### src/rtl/palette_pkg.sv
// Shared types and the power-on colour table for palette_ram.
// Colour-cycling is compiled in with PALETTE_CYCLE_EN.
package palette_pkg;

  typedef enum logic {
    INIT,
    RUN
  } state_t;

  localparam int DEF_N = 16;

  localparam logic [23:0] DEFAULT_PALETTE [DEF_N] = '{
    24'hB0B0B0, 24'h0E490A, 24'h1A8512, 24'h21D113,
    24'h0F3D82, 24'h1C70EE, 24'h75A6F0, 24'h801313,
    24'hE60E0E, 24'hFF00FF, 24'h00FFFF, 24'h000000,
    24'h000000, 24'h000000, 24'h000000, 24'h000000
  };

  // Entries past the table are black.
  function automatic logic [23:0] default_rgb(
    input logic [31:0] i
  );
    logic [3:0] k;
    k = i[3:0];
    if (i < DEF_N) return DEFAULT_PALETTE[k];
    return 24'h0;
  endfunction

endpackage

### src/rtl/palette_cycle_ctr.sv
// Frame counter and rotation offset for palette colour-cycling.
// Used only when PALETTE_CYCLE_EN is defined.
module palette_cycle_ctr #(
  parameter int LEN    = 3,
  parameter int PERIOD = 8
) (
  input  logic                    Clk,
  input  logic                    Reset_n,
  input  logic                    run_i,
  input  logic                    frame_i,
  input  logic                    en_i,
  output logic [$clog2(LEN)-1:0]  offset_o
);

  localparam int OFF_W = $clog2(LEN);
  localparam int FRM_W = $clog2(PERIOD + 1);

  logic [FRM_W-1:0] frm_q, frm_d;
  logic [OFF_W-1:0] off_q, off_d;

  always_comb begin
    frm_d = frm_q;
    off_d = off_q;
    if (run_i && en_i && frame_i) begin
      if (frm_q == FRM_W'(PERIOD - 1)) begin
        frm_d = '0;
        if (off_q == OFF_W'(LEN - 1)) off_d = '0;
        else off_d = off_q + OFF_W'(1);
      end else begin
        frm_d = frm_q + FRM_W'(1);
      end
    end
  end

  always_ff @(posedge Clk) begin
    if (!Reset_n) begin
      frm_q <= '0;
      off_q <= '0;
    end else begin
      frm_q <= frm_d;
      off_q <= off_d;
    end
  end

  assign offset_o = off_q;

endmodule

### src/rtl/palette_ram.sv
// Writable colour palette with post-reset init and registered lookup.
// Optional colour-cycling over [CYC_LO..CYC_HI]: PALETTE_CYCLE_EN.
module palette_ram
  import palette_pkg::*;
#(
  parameter int IDX_W      = 4,
  parameter int RGB_W      = 24,
  parameter int CYC_LO     = 1,
  parameter int CYC_HI     = 3,
  parameter int CYC_PERIOD = 8
) (
  input  logic             Clk,
  input  logic             Reset_n,
  input  logic             rd_valid,
  input  logic [IDX_W-1:0] rd_idx,
  input  logic             wr_en,
  input  logic [IDX_W-1:0] wr_idx,
  input  logic [RGB_W-1:0] wr_rgb,
  input  logic             frame_start,
  input  logic             cyc_en,
  output logic             ready,
  output logic             rgb_valid,
  output logic [RGB_W-1:0] rgb_out
);

  localparam int DEPTH = 1 << IDX_W;

  state_t           state_q;
  logic [IDX_W-1:0] cnt_q;
  logic             ready_q;
  logic             vld_q;
  logic [RGB_W-1:0] rgb_q;

  logic [RGB_W-1:0] mem_q [DEPTH];

  logic             we;
  logic [IDX_W-1:0] wa;
  logic [RGB_W-1:0] wd;
  logic             rd_en;
  logic [IDX_W-1:0] raddr;

  always_ff @(posedge Clk) begin
    if (!Reset_n) begin
      state_q <= INIT;
      cnt_q   <= '0;
      ready_q <= 1'b0;
    end else begin
      unique case (state_q)
        INIT: begin
          cnt_q <= cnt_q + IDX_W'(1);
          if (cnt_q == '1) begin
            state_q <= RUN;
            ready_q <= 1'b1;
          end
        end
        RUN: begin
          ready_q <= 1'b1;
        end
        default: begin
          state_q <= INIT;
        end
      endcase
    end
  end

  // The init sequencer owns the write port until RUN.
  always_comb begin
    we = 1'b0;
    wa = wr_idx;
    wd = wr_rgb;
    if (Reset_n) begin
      if (state_q == INIT) begin
        we = 1'b1;
        wa = cnt_q;
        wd = RGB_W'(default_rgb(32'(cnt_q)));
      end else begin
        we = wr_en;
      end
    end
  end

  always_ff @(posedge Clk) begin
    if (we) mem_q[wa] <= wd;
  end

`ifdef PALETTE_CYCLE_EN
  localparam int LEN   = CYC_HI - CYC_LO + 1;
  localparam int OFF_W = $clog2(LEN);

  logic [OFF_W-1:0] offset;

  palette_cycle_ctr #(
    .LEN    (LEN),
    .PERIOD (CYC_PERIOD)
  ) u_cyc (
    .Clk      (Clk),
    .Reset_n  (Reset_n),
    .run_i    (state_q == RUN),
    .frame_i  (frame_start),
    .en_i     (cyc_en),
    .offset_o (offset)
  );

  // Both terms are below LEN, so one conditional subtract is the modulo.
  always_comb begin
    int rel;
    raddr = rd_idx;
    rel   = int'(rd_idx) - CYC_LO + int'(offset);
    if (int'(rd_idx) >= CYC_LO && int'(rd_idx) <= CYC_HI) begin
      if (rel >= LEN) rel = rel - LEN;
      raddr = IDX_W'(CYC_LO + rel);
    end
  end
`else
  logic unused_cyc;
  assign unused_cyc = ^{frame_start, cyc_en,
                        32'(CYC_LO + CYC_HI + CYC_PERIOD)};
  assign raddr = rd_idx;
`endif

  assign rd_en = rd_valid && (state_q == RUN);

  always_ff @(posedge Clk) begin
    if (!Reset_n) begin
      vld_q <= 1'b0;
      rgb_q <= '0;
    end else begin
      vld_q <= rd_en;
      if (rd_en) rgb_q <= mem_q[raddr];
    end
  end

  assign ready     = ready_q;
  assign rgb_valid = vld_q;
  assign rgb_out   = rgb_q;

endmodule

### config.mk
export PLATFORM = sky130hd
export DESIGN_NAME = palette_ram
export DESIGN_NICKNAME = d
export VERILOG_FILES = /design/src/rtl/palette_pkg.sv /design/src/rtl/palette_cycle_ctr.sv /design/src/rtl/palette_ram.sv
export SDC_FILE = /design/constraint.sdc
export NUM_CORES = 1
export LEC_CHECK = 0
export CELL_PAD_IN_SITES_DETAIL_PLACEMENT = 1
export CELL_PAD_IN_SITES_GLOBAL_PLACEMENT = 2
export CORE_MARGIN = 1
export CORE_UTILIZATION = 47
export DETAILED_ROUTE_END_ITERATION = 16
export PLACE_DENSITY = 0.79
export SLEW_MARGIN = 10
export SYNTH_ARGS = -nofsm -noshare
export SYNTH_HDL_FRONTEND = slang
export SYNTH_SLANG_ARGS = --single-unit
export TNS_END_PERCENT = 10
### constraint.sdc
create_clock -name Clk -period 3.8 [get_ports Clk]
set_input_delay 0.76 -clock Clk [delete_from_list [all_inputs] [get_ports Clk]]
set_output_delay 0.76 -clock Clk [all_outputs]
set_load 0.02 [all_outputs]
==> run metrics, run 1 <==
row cnt 68; # placed instances 1413; Global Route Usage Sum 23.3%; Hold Crit Class flop to flop; DRC 0; synth warn 0; Die Ht 190 µm; Congestion Overflow GR 0; register area share after synthesis 73.2%; H-Tree Depth 2; endpoints failing setup 0; RSZ-0062 raised after global routing false; fraction of layout cells with a size suffix above 1 19.9%; Setup TNS 0 ns; simple-gate area share of the yosys netlist 3.25%; Net Count, Synth 935; Post-Synth XOR/XNOR Area 0.158%; root buffer cell clkbuf_16; peak supply drop 0.000312 V; layout net count 1048; largest family of logic cells by synthesized area multiplexers; synth unique cells 45; status completed; worst reg2reg path depth 4; CTS Buffer Depth 3; Arrival @ worst endpoint 3.14 ns; WL final 41100 µm; Via density 5.95; clock sink total 415; Ant. Diodes 0; die area 0.0361 mm²; FILL cells 3024; die width 190 µm; min cycle time layout 2.94 ns; initial antenna violation count 0; post-cts sizing count 0; CTS buffer count 42; Synth Cell Area 0.0166 mm²; Avg Cell Area, Syn 18.7 µm²; Cell Pwr Density 510 mW/mm²; Cell Count, Final, Fillers Out 1489; cells along the critical path clkdlybuf4s50_1, nor2b_2, a31oi_1, nor2_2, buf_4; vias in the first global route 9384; Iter 0 DRT Violations 717; DP HPWL 24900 µm; Synth Area in Compound Gates 5.29%; CTS tree built; crit path max-delay cell type nor2_2; Syn Inst Count 889; ys flop type edfxtp_1; slew margin rel. 26.3%; number of nets with antenna violations after routing 0; nature of the critical path endpoint flop; asr flop ratio synth 0%; multiplexer share of the synthesized area 15.4%; Post-Synth Adder-Cell Area 0.603%; WHS Path Cells 1; Pre-antenna DRT Iters 5; clk_lat worst skew 0.53 ns; Post-synth EDFFs 384; RD Place Congestion 0.778; Clock transition at path regs 0.06 ns; CTS Hold Bufs 0; fin. max-slew vios 0; Syn-to-layout area delta 17.2%; leak pwr 6.62 nW; Worst Path Required 4.00 ns; drt wl/cell 27.6 µm; vias post-DR 8859; initial core utilization 47.9%; IO buf count 61; largest net degree at the start of global routing 43; Worst-Margin Slew 1.10 ns; Worst Path Max Fanout 13; Ports 64; post-route clock period utilization 77.3%; Critical Path Start Type primary input; Clock Skew 0.0193 ns; final-report hold violation count 0; setup repair bufs after CTS 0; crit path kind primary input to flop; highest clock rate 0.340 GHz; core area 0.0346 mm²; Critical Path Max Stage Delay 0.89 ns; synthesized flop and latch total 415; first-pass GRT wire length 60700 µm; Max Cap Viol 0
==> cells by family (layout without fill, tap and decap cells) <==
kind of cell | after synthesis | after routing
flops | 415 | 415
xor+xnor | 3 | 3
buf+inv | 61 | 206
compound gates | 133 | 133
fa+ha+maj | 8 | 8
mux | 149 | 149
simple gates | 120 | 120
==> cell usage in the layout (no fill, tap or decap), types with 10 or more instances in the layout <==
cell             count
a21oi_1             18
mux4_2              33
a22oi_1             24
a221oi_1            24
dfxtp_1             31
nand2_1             52
o21ai_1             16
o21ai_0             29
mux4_1              38
clkbuf_16           43
edfxtp_1           384
mux2_2              23
buf_4               60
mux2i_1             55
nor2_1              18
clkbuf_1            10
clkdlybuf4s50_1     58
==> final timing paths <==
| path | endpoint | from | slack [ns] |
|---|---|---|---|
| setup / recovery | mem_q[8][16]$_DFFE_PP_ | Reset_n | 0.86 |
| setup reg to reg | mem_q[13][7]$_DFFE_PP_ | cnt_q[1]$_SDFFE_PN0N_ | 1.03 |
| hold reg to reg | ready$_SDFFE_PN0P_ | ready$_SDFFE_PN0P_ | 0.46 |
| hold / removal | ready$_SDFFE_PN0P_ | ready$_SDFFE_PN0P_ | 0.46 |
==> registers in the layout, summed over array words and instances, names as in the netlist <==
name	flops
rgb_valid	1
ready	1
mem_q	384
state_q	1
rgb_out	24
cnt_q	4
==> metrics by stage <==
stage	worst slack, ns	util [%]	cell area, µm²	power (W)	hold WS (ns)
2_1_floorplan	0.967	-	16600	0.00564	0.506
3_3_place_gp	0.517	52.2	18100	0.00586	0.446
3_5_place_dp	0.362	52.2	18100	0.00590	0.443
4_1_cts	0.907	56.2	19400	0.00999	0.468
5_1_grt	0.806	56.2	19500	0.0102	0.500
6_report	0.863	56.2	19500	0.00993	0.459
==> final cells by class <==
| cell class | count | area, µm² | share of cell area [%] |
|---|---|---|---|
| Clock buffer | 54 | 1130 | 5.80 |
| Clock inverter | 22 | 246 | 1.27 |
| Timing Repair Buffer | 125 | 1150 | 5.90 |
| Multi-Input combinational cell | 413 | 4190 | 21.5 |
| Sequential cell | 415 | 12200 | 62.5 |
| Inverter | 5 | 18.8 | 0.0965 |
| Tap cell | 455 | 569 | 2.93 |
==> routing by layer <==
metal  global-route usage [%]  wire, µm  up-vias  share of wire (%)
met5                        0         0        -                  0
met1                     32.4     17800     4681                 43
met4                     5.58       862        0                2.1
li1                         -         -     3848                  -
met3                     3.78      2270       59                5.5
met2                     38.4     20100      271                 49
==> synth_stat cells (6+ instances only) <==
master / count / area share (%)
nor2b_1: 6 / 0.23
a22oi_1: 24 / 1.1
ha_1: 8 / 0.60
a31oi_1: 8 / 0.30
a21oi_1: 18 / 0.54
dfxtp_1: 31 / 3.7
buf_6: 7 / 0.48
clkbuf_1: 35 / 0.79
mux4_2: 33 / 4.5
mux4_1: 38 / 6.0
nand2_1: 52 / 1.2
a221oi_1: 24 / 1.3
o21ai_0: 29 / 0.87
mux2i_1: 55 / 3.3
mux2_2: 23 / 1.6
nand2b_1: 9 / 0.34
nor2_1: 34 / 0.77
edfxtp_1: 384 / 70
o21ai_1: 16 / 0.48
==> where the power goes <==
group	internal (W)	switching (W)
Combinational	0.000234	0.000401
Sequential	0.00514	0.0000234
Clock	0.00244	0.00169
==> worst max-delay path: cells and delay by family <==
kind / cells / cell delay (ns)
buf+inv: 2 / 0.93
simple gates: 2 / 1.19
compound gates: 1 / 0.25
(Power assumes the default switching activity.)
==> run 2, diff against run 1 <==
--- a/config.mk
+++ b/config.mk
@@ -8,9 +8,9 @@
 export CELL_PAD_IN_SITES_DETAIL_PLACEMENT = 1
 export CELL_PAD_IN_SITES_GLOBAL_PLACEMENT = 2
 export CORE_MARGIN = 1
-export CORE_UTILIZATION = 47
+export CORE_UTILIZATION = 42
 export DETAILED_ROUTE_END_ITERATION = 16
-export PLACE_DENSITY = 0.79
+export PLACE_DENSITY = 0.75
 export SLEW_MARGIN = 10
 export SYNTH_ARGS = -nofsm -noshare
 export SYNTH_HDL_FRONTEND = slang
==> constraint.sdc (replaced) <==
create_clock -name Clk -period 2.4 [get_ports Clk]
set_input_delay 0.48 -clock Clk [delete_from_list [all_inputs] [get_ports Clk]]
set_output_delay 0.48 -clock Clk [all_outputs]
set_load 0.02 [all_outputs]
==> run 2 against run 1 <==
Net effect: worst hold slack better by 0.033 ns; die area rose by 12%; clock power grew 55%; sequential share of layout area shrank 2.5 points; utilization shrank 4.0 points.
==> run metrics, run 2 (same netlist as run 1, synthesis figures left out) <==
clk_lat worst skew 0.56 ns (+0.03 ns); area of the multi-input gates 0.00419 mm² (-0.12%); initial antenna violation count 1 (+1); H-Tree Depth 2 (unchanged); Pre-antenna DRT Iters 5 (unchanged); highest clock rate 0.451 GHz; Cell Pwr Density 779 mW/mm² (+53%); Biggest register mem_q; crit path kind flop to flop; clock sink total 415 (unchanged); post-cts sizing count 0 (unchanged); min cycle time layout 2.22 ns; CTS buffer count 43 (+2.4%); setup ws final 0.183 ns (-0.680 ns); drt wl/cell 26.5 µm (-3.8%); Clock transition at path regs 0.06 ns (about the same); die area 0.0403 mm² (+12%); leading cell type in the layout, fill and taps excluded edfxtp_1; Worst Path Max Fanout 16 (+3); initial core utilization 42.7% (-5.2 points); Critical Path Start Type flop; vias post-DR 8964 (+1.2%); RD Place Congestion 0.808 (+3.9%); CTS Hold Bufs 0 (unchanged); Setup WS pre-CTS -0.360 ns (-0.722 ns); CTS Buffer Depth 3 (unchanged); CTS tree built; Clock Skew 0.0108 ns (-0.00847 ns); RSZ-0062 raised after global routing false; setup repair bufs after CTS 0 (unchanged); crit path launch cnt_q[0]$_SDFFE_PN0N_; WHS 0.492 ns (+0.0327 ns); row cnt 72 (+5.9%); final-report hold violation count 0 (unchanged); largest net degree at the start of global routing 40 (-7.0%); layout net count 1093 (+4.3%); first-pass GRT wire length 62700 µm (+3.2%); die width 201 µm (+5.7%); Via density 5.61 (-5.7%); Arrival @ worst endpoint 2.51 ns (-0.63 ns); Syn-to-layout area delta 22.2%; post-route clock period utilization 92.4%; status completed; number of nets with antenna violations after routing 0 (unchanged); DP HPWL 28400 µm (+14%); Iter 0 DRT Violations 683 (-4.7%); cells along the critical path inv_1, buf_4, ha_1, nand2b_1, o21ai_0, o21ai_0, buf_4; crit path max-delay cell type ha_1; area occupied by registers 0.0122 mm² (unchanged); commonest cells after routing, fill and taps aside 384 x edfxtp_1, 67 x buf_4, 58 x clkdlybuf4s50_1; core area 0.0388 mm² (+12%); leak pwr 6.95 nW (+4.9%); Max Cap Viol 0 (unchanged); Worst Path Required 2.69 ns (-1.31 ns); Hold Crit Class flop to flop; Largest register FFs 384 (unchanged); peak supply drop 0.000737 V (+140%); slew margin rel. 34.6% (+8.3 points); DRC 0 (unchanged); reg-to-reg startpoint cnt_q[0]$_SDFFE_PN0N_; root buffer cell clkbuf_16; HP Start rgb_out[6]$_SDFFE_PN0P_; FILL cells 3488 (+15%); WL final 42400 µm (+3.2%); endpoints failing setup 0 (unchanged); Final Power 0.0158 W (+59%); Congestion Overflow GR 0 (unchanged); Global Route Usage Sum 21.5% (-1.8 points); dpl cell area 0.0189 mm² (+4.7%); fin. max-slew vios 0 (unchanged); Ant. Diodes 0 (unchanged); Worst-Margin Slew 0.976 ns (-0.128 ns); final instance area 0.0203 mm² (+4.2%); fraction of layout cells with a size suffix above 1 22.8% (+2.9 points); Critical Path Max Stage Delay 0.43 ns (-0.46 ns); Setup TNS 0 ns (unchanged); nature of the critical path endpoint flop; Die Ht 201 µm (+5.7%); IO buf count 61 (unchanged); Ports 64 (unchanged); vias in the first global route 9485 (+1.1%)
## run 2: power breakdown
| group | internal, W | leakage (nW) | total [W] | switching, W |
|---|---|---|---|---|
| registers | 0.00814 | 3.73 | 0.00817 | 0.0000284 |
| logic | 0.000494 | 2.56 | 0.00121 | 0.000717 |
| clock network | 0.00374 | 0.657 | 0.00642 | 0.00268 |
## run 2: metrics by stage
stage	cells	utilization, %
global placement	1520	48.7
floorplan	889	-
CTS	1597	52.2
global route	1597	52.2
finish	1597	52.2
detailed placement	1520	48.7
## run 2: critical path: cells and delay by family, from the launching register on
kind | cells | cell delay, ns
flip-flops | 1 | 0.41
AND/OR/NAND/NOR | 1 | 0.13
AO/OA/AOI/OAI | 2 | 0.49
adder cells (fa/ha/maj) | 1 | 0.43
buffers and inverters | 3 | 0.47
## run 2: final timing paths
check | to | slack, ns | cells after the start
worst min register to register | rgb_out[6]$_SDFFE_PN0P_ | 0.49 | 2
worst min-delay path | rgb_out[6]$_SDFFE_PN0P_ | 0.49 | 2
worst max register to register | mem_q[5][12]$_DFFE_PP_ | 0.18 | 7
worst max-delay path | mem_q[5][12]$_DFFE_PP_ | 0.18 | 7
## run 2: area by class of cell
| type | count | share of cell area [%] |
|---|---|---|
| Sequential cell | 415 | 60.0 |
| Tap cell | 518 | 3.20 |
| Clock buffer | 57 | 5.78 |
| Multi-Input combinational cell | 413 | 20.7 |
| Timing Repair Buffer | 169 | 9.50 |
| Inverter | 5 | 0.0926 |
| Clock inverter | 20 | 0.827 |
## run 2: per-layer routing
layer  routed length (µm)  up-vias  global-route usage (%)
met4                 1090        0                    7.28
met1                18800     4710                    29.9
met2                20400      240                    34.7
li1                     -     3955                       -
met5                    0        -                       0
met3                 2110       59                    3.36
==> run 3, diff against run 2 <==
--- a/config.mk
+++ b/config.mk
@@ -8,9 +8,10 @@
 export CELL_PAD_IN_SITES_DETAIL_PLACEMENT = 1
 export CELL_PAD_IN_SITES_GLOBAL_PLACEMENT = 2
 export CORE_MARGIN = 1
-export CORE_UTILIZATION = 42
+export CORE_UTILIZATION = 47
 export DETAILED_ROUTE_END_ITERATION = 16
-export PLACE_DENSITY = 0.75
+export GPL_ROUTABILITY_DRIVEN = 0
+export PLACE_DENSITY = 0.79
 export SLEW_MARGIN = 10
 export SYNTH_ARGS = -nofsm -noshare
 export SYNTH_HDL_FRONTEND = slang
==> constraint.sdc (replaced) <==
create_clock -name Clk -period 2.36 [get_ports Clk]
set_input_delay 0.472 -clock Clk [delete_from_list [all_inputs] [get_ports Clk]]
set_output_delay 0.472 -clock Clk [all_outputs]
set_load 0.02 [all_outputs]
==> run 3 against run 2 <==
Net effect: critical path depth is 2 lower; clock skew increased by 0.0026 ns; first-iteration DRC count rose by 3.1%; clock power increased by 3.6%; final cell count down 4.4%; combinational power decreased by 4%; die area down 11%; clock-buffer cell count grew 5; critical path type unchanged; largest cell class unchanged; largest power group unchanged.
==> run metrics, run 3 (same netlist as run 1, synthesis figures left out) <==
Biggest register mem_q; Reg power frac 51.5% (-0.2 points); post-route clock period utilization 94.2% (+1.8 points); dpl cell area 0.0187 mm² (-1.0%); setup repair bufs after CTS 0 (unchanged); WHS 0.462 ns (-0.0301 ns); Ant. Diodes 0 (unchanged); layout net count 1084 (-0.82%); DP HPWL 26300 µm (-7.3%); Largest register FFs 384 (unchanged); fin. max-slew vios 0 (unchanged); Critical Path Start Type flop; Clock Skew 0.0134 ns (+0.00259 ns); leading cell type in the layout, fill and taps excluded edfxtp_1; DRC 0 (unchanged); Congestion Overflow GR 0 (unchanged); NetSw 0.00339 W (-0.90%); RSZ-0062 raised after global routing false; CTS tree built; min cycle time layout 2.22 ns (+0.00643 ns); switch share 21.1% (-0.61 points); HP Start ready$_SDFFE_PN0P_; highest clock rate 0.450 GHz (-0.29%); Global Route Usage Sum 24.1% (+2.6 points); Via density 5.92 (+5.5%); Die Ht 190 µm (-5.4%); IO buf count 61 (unchanged); initial antenna violation count 0 (-1); Arrival @ worst endpoint 2.49 ns (-0.02 ns); WL final 42200 µm (-0.43%); initial core utilization 47.9% (+5.2 points); Iter 0 DRT Violations 704 (+3.1%); number of nets with antenna violations after routing 0 (unchanged); drt wl/cell 27.6 µm (+4.1%); vias post-DR 9040 (+0.85%); slew margin rel. 43.9% (+9.3 points); Ports 64 (unchanged); Max Cap Viol 0 (unchanged); crit path kind flop to flop; row cnt 68 (-5.6%); Hold Crit Class flop to flop; CTS buffer count 42 (-2.3%); core area 0.0346 mm² (-11%); Cell Int Power 0.0127 W (+2.8%); nature of the critical path endpoint flop; Syn-to-layout area delta 21.3%; CTS Hold Bufs 0 (unchanged); commonest cells after routing, fill and taps aside 384 x edfxtp_1, 65 x buf_4, 58 x clkdlybuf4s50_1; Worst-Margin Slew 0.837 ns (-0.139 ns); final instance area 0.0201 mm² (-0.72%); status completed; vias in the first global route 9538 (+0.56%); root buffer cell clkbuf_16; endpoints failing setup 0 (unchanged); Worst Path Max Fanout 16 (unchanged); leak pwr 6.92 nW (-0.36%); first-pass GRT wire length 61900 µm (-1.3%); Cell Pwr Density 801 mW/mm² (+2.7%); final-report hold violation count 0 (unchanged); power share of the clock group 41.3% (+0.7 points); crit path launch cnt_q[0]$_SDFFE_PN0N_; Final Power 0.0161 W (+2.0%); CTS Buffer Depth 3 (unchanged); fraction of layout cells with a size suffix above 1 22.5% (-0.32 points); peak supply drop 0.000484 V (-34%); Pre-antenna DRT Iters 5 (unchanged); die area 0.0361 mm² (-11%); reg-to-reg startpoint cnt_q[0]$_SDFFE_PN0N_; power share of the combinational group 7.2% (-0.5 points); R2R Setup Slk 0.14 ns (-0.05 ns); clock sink total 415 (unchanged); largest net degree at the start of global routing 29 (-28%); clk_lat worst skew 0.54 ns (-0.02 ns); die width 190 µm (-5.4%); Worst Path Required 2.63 ns (-0.06 ns); H-Tree Depth 2 (unchanged); Core Util, Final 58.1% (+5.9 points); Clock transition at path regs 0.06 ns (about the same); post-cts sizing count 0 (unchanged)
==> run 3: changes by cell type in the layout (fill, tap and decap cells not counted), moves of 2 or more <==
cell | previous run | this run
clkinv_1 | 9 | 5
buf_4 | 67 | 65
buf_12 | 41 | 36
clkbuf_8 | 0 | 5
==> run 3: stage by stage <==
stage | worst slack (ns) | setup TNS, ns | instances
3_3_place_gp | -0.158 | -31.66 | 1449
5_1_grt | 0.0934 | 0 | 1527
2_1_floorplan | -0.298 | -65.73 | 889
3_5_place_dp | -0.212 | -51.10 | 1449
4_1_cts | 0.176 | 0 | 1527
6_report | 0.136 | 0 | 1527
==> run 3: routing by layer <==
metal / vias up / share of wire [%] / track usage, %
met4: 0 / 1.9 / 5.96
met1: 4785 / 44 / 33.4
met3: 55 / 5.9 / 4.87
met5: - / 0 / 0
li1: 3931 / - / -
met2: 269 / 49 / 39.4
==> run 3: worst max-delay path: stages, from the launching register on <==
cell and delay (ns):
dfxtp_1 0.32, inv_1 0.16, ha_1 0.54, nand2_1 0.21
o211ai_1 0.22, o21a_1 0.50
==> run 3: layout make-up <==
type / count / area, µm²
multi-input cells: 413 / 4190
clock inverters: 16 / 153
well taps: 455 / 569
fillers: 3036 / 14500
flip-flops and latches: 415 / 12200
repair buffers: 161 / 1810
clock buffers: 62 / 1240
inverters: 5 / 18.8
==> run 3: path summary, 6_finish.rpt <==
kind	to	cells past startpoint
hold / removal	ready$_SDFFE_PN0P_	1
setup reg to reg	mem_q[11][4]$_DFFE_PP_	5
hold reg to reg	ready$_SDFFE_PN0P_	1
setup / recovery	mem_q[11][4]$_DFFE_PP_	5
==> run 3: power groups by stage <==
stage / clock (W) / combinational [W] / sequential [W]
finish: 0.00665 / 0.00116 / 0.00830
CTS: 0.00676 / 0.00116 / 0.00830
global placement: 0 / 0.00110 / 0.00845
global route: 0.00701 / 0.00124 / 0.00831
floorplan: 0 / 0.000618 / 0.00846
detailed placement: 0 / 0.00115 / 0.00846
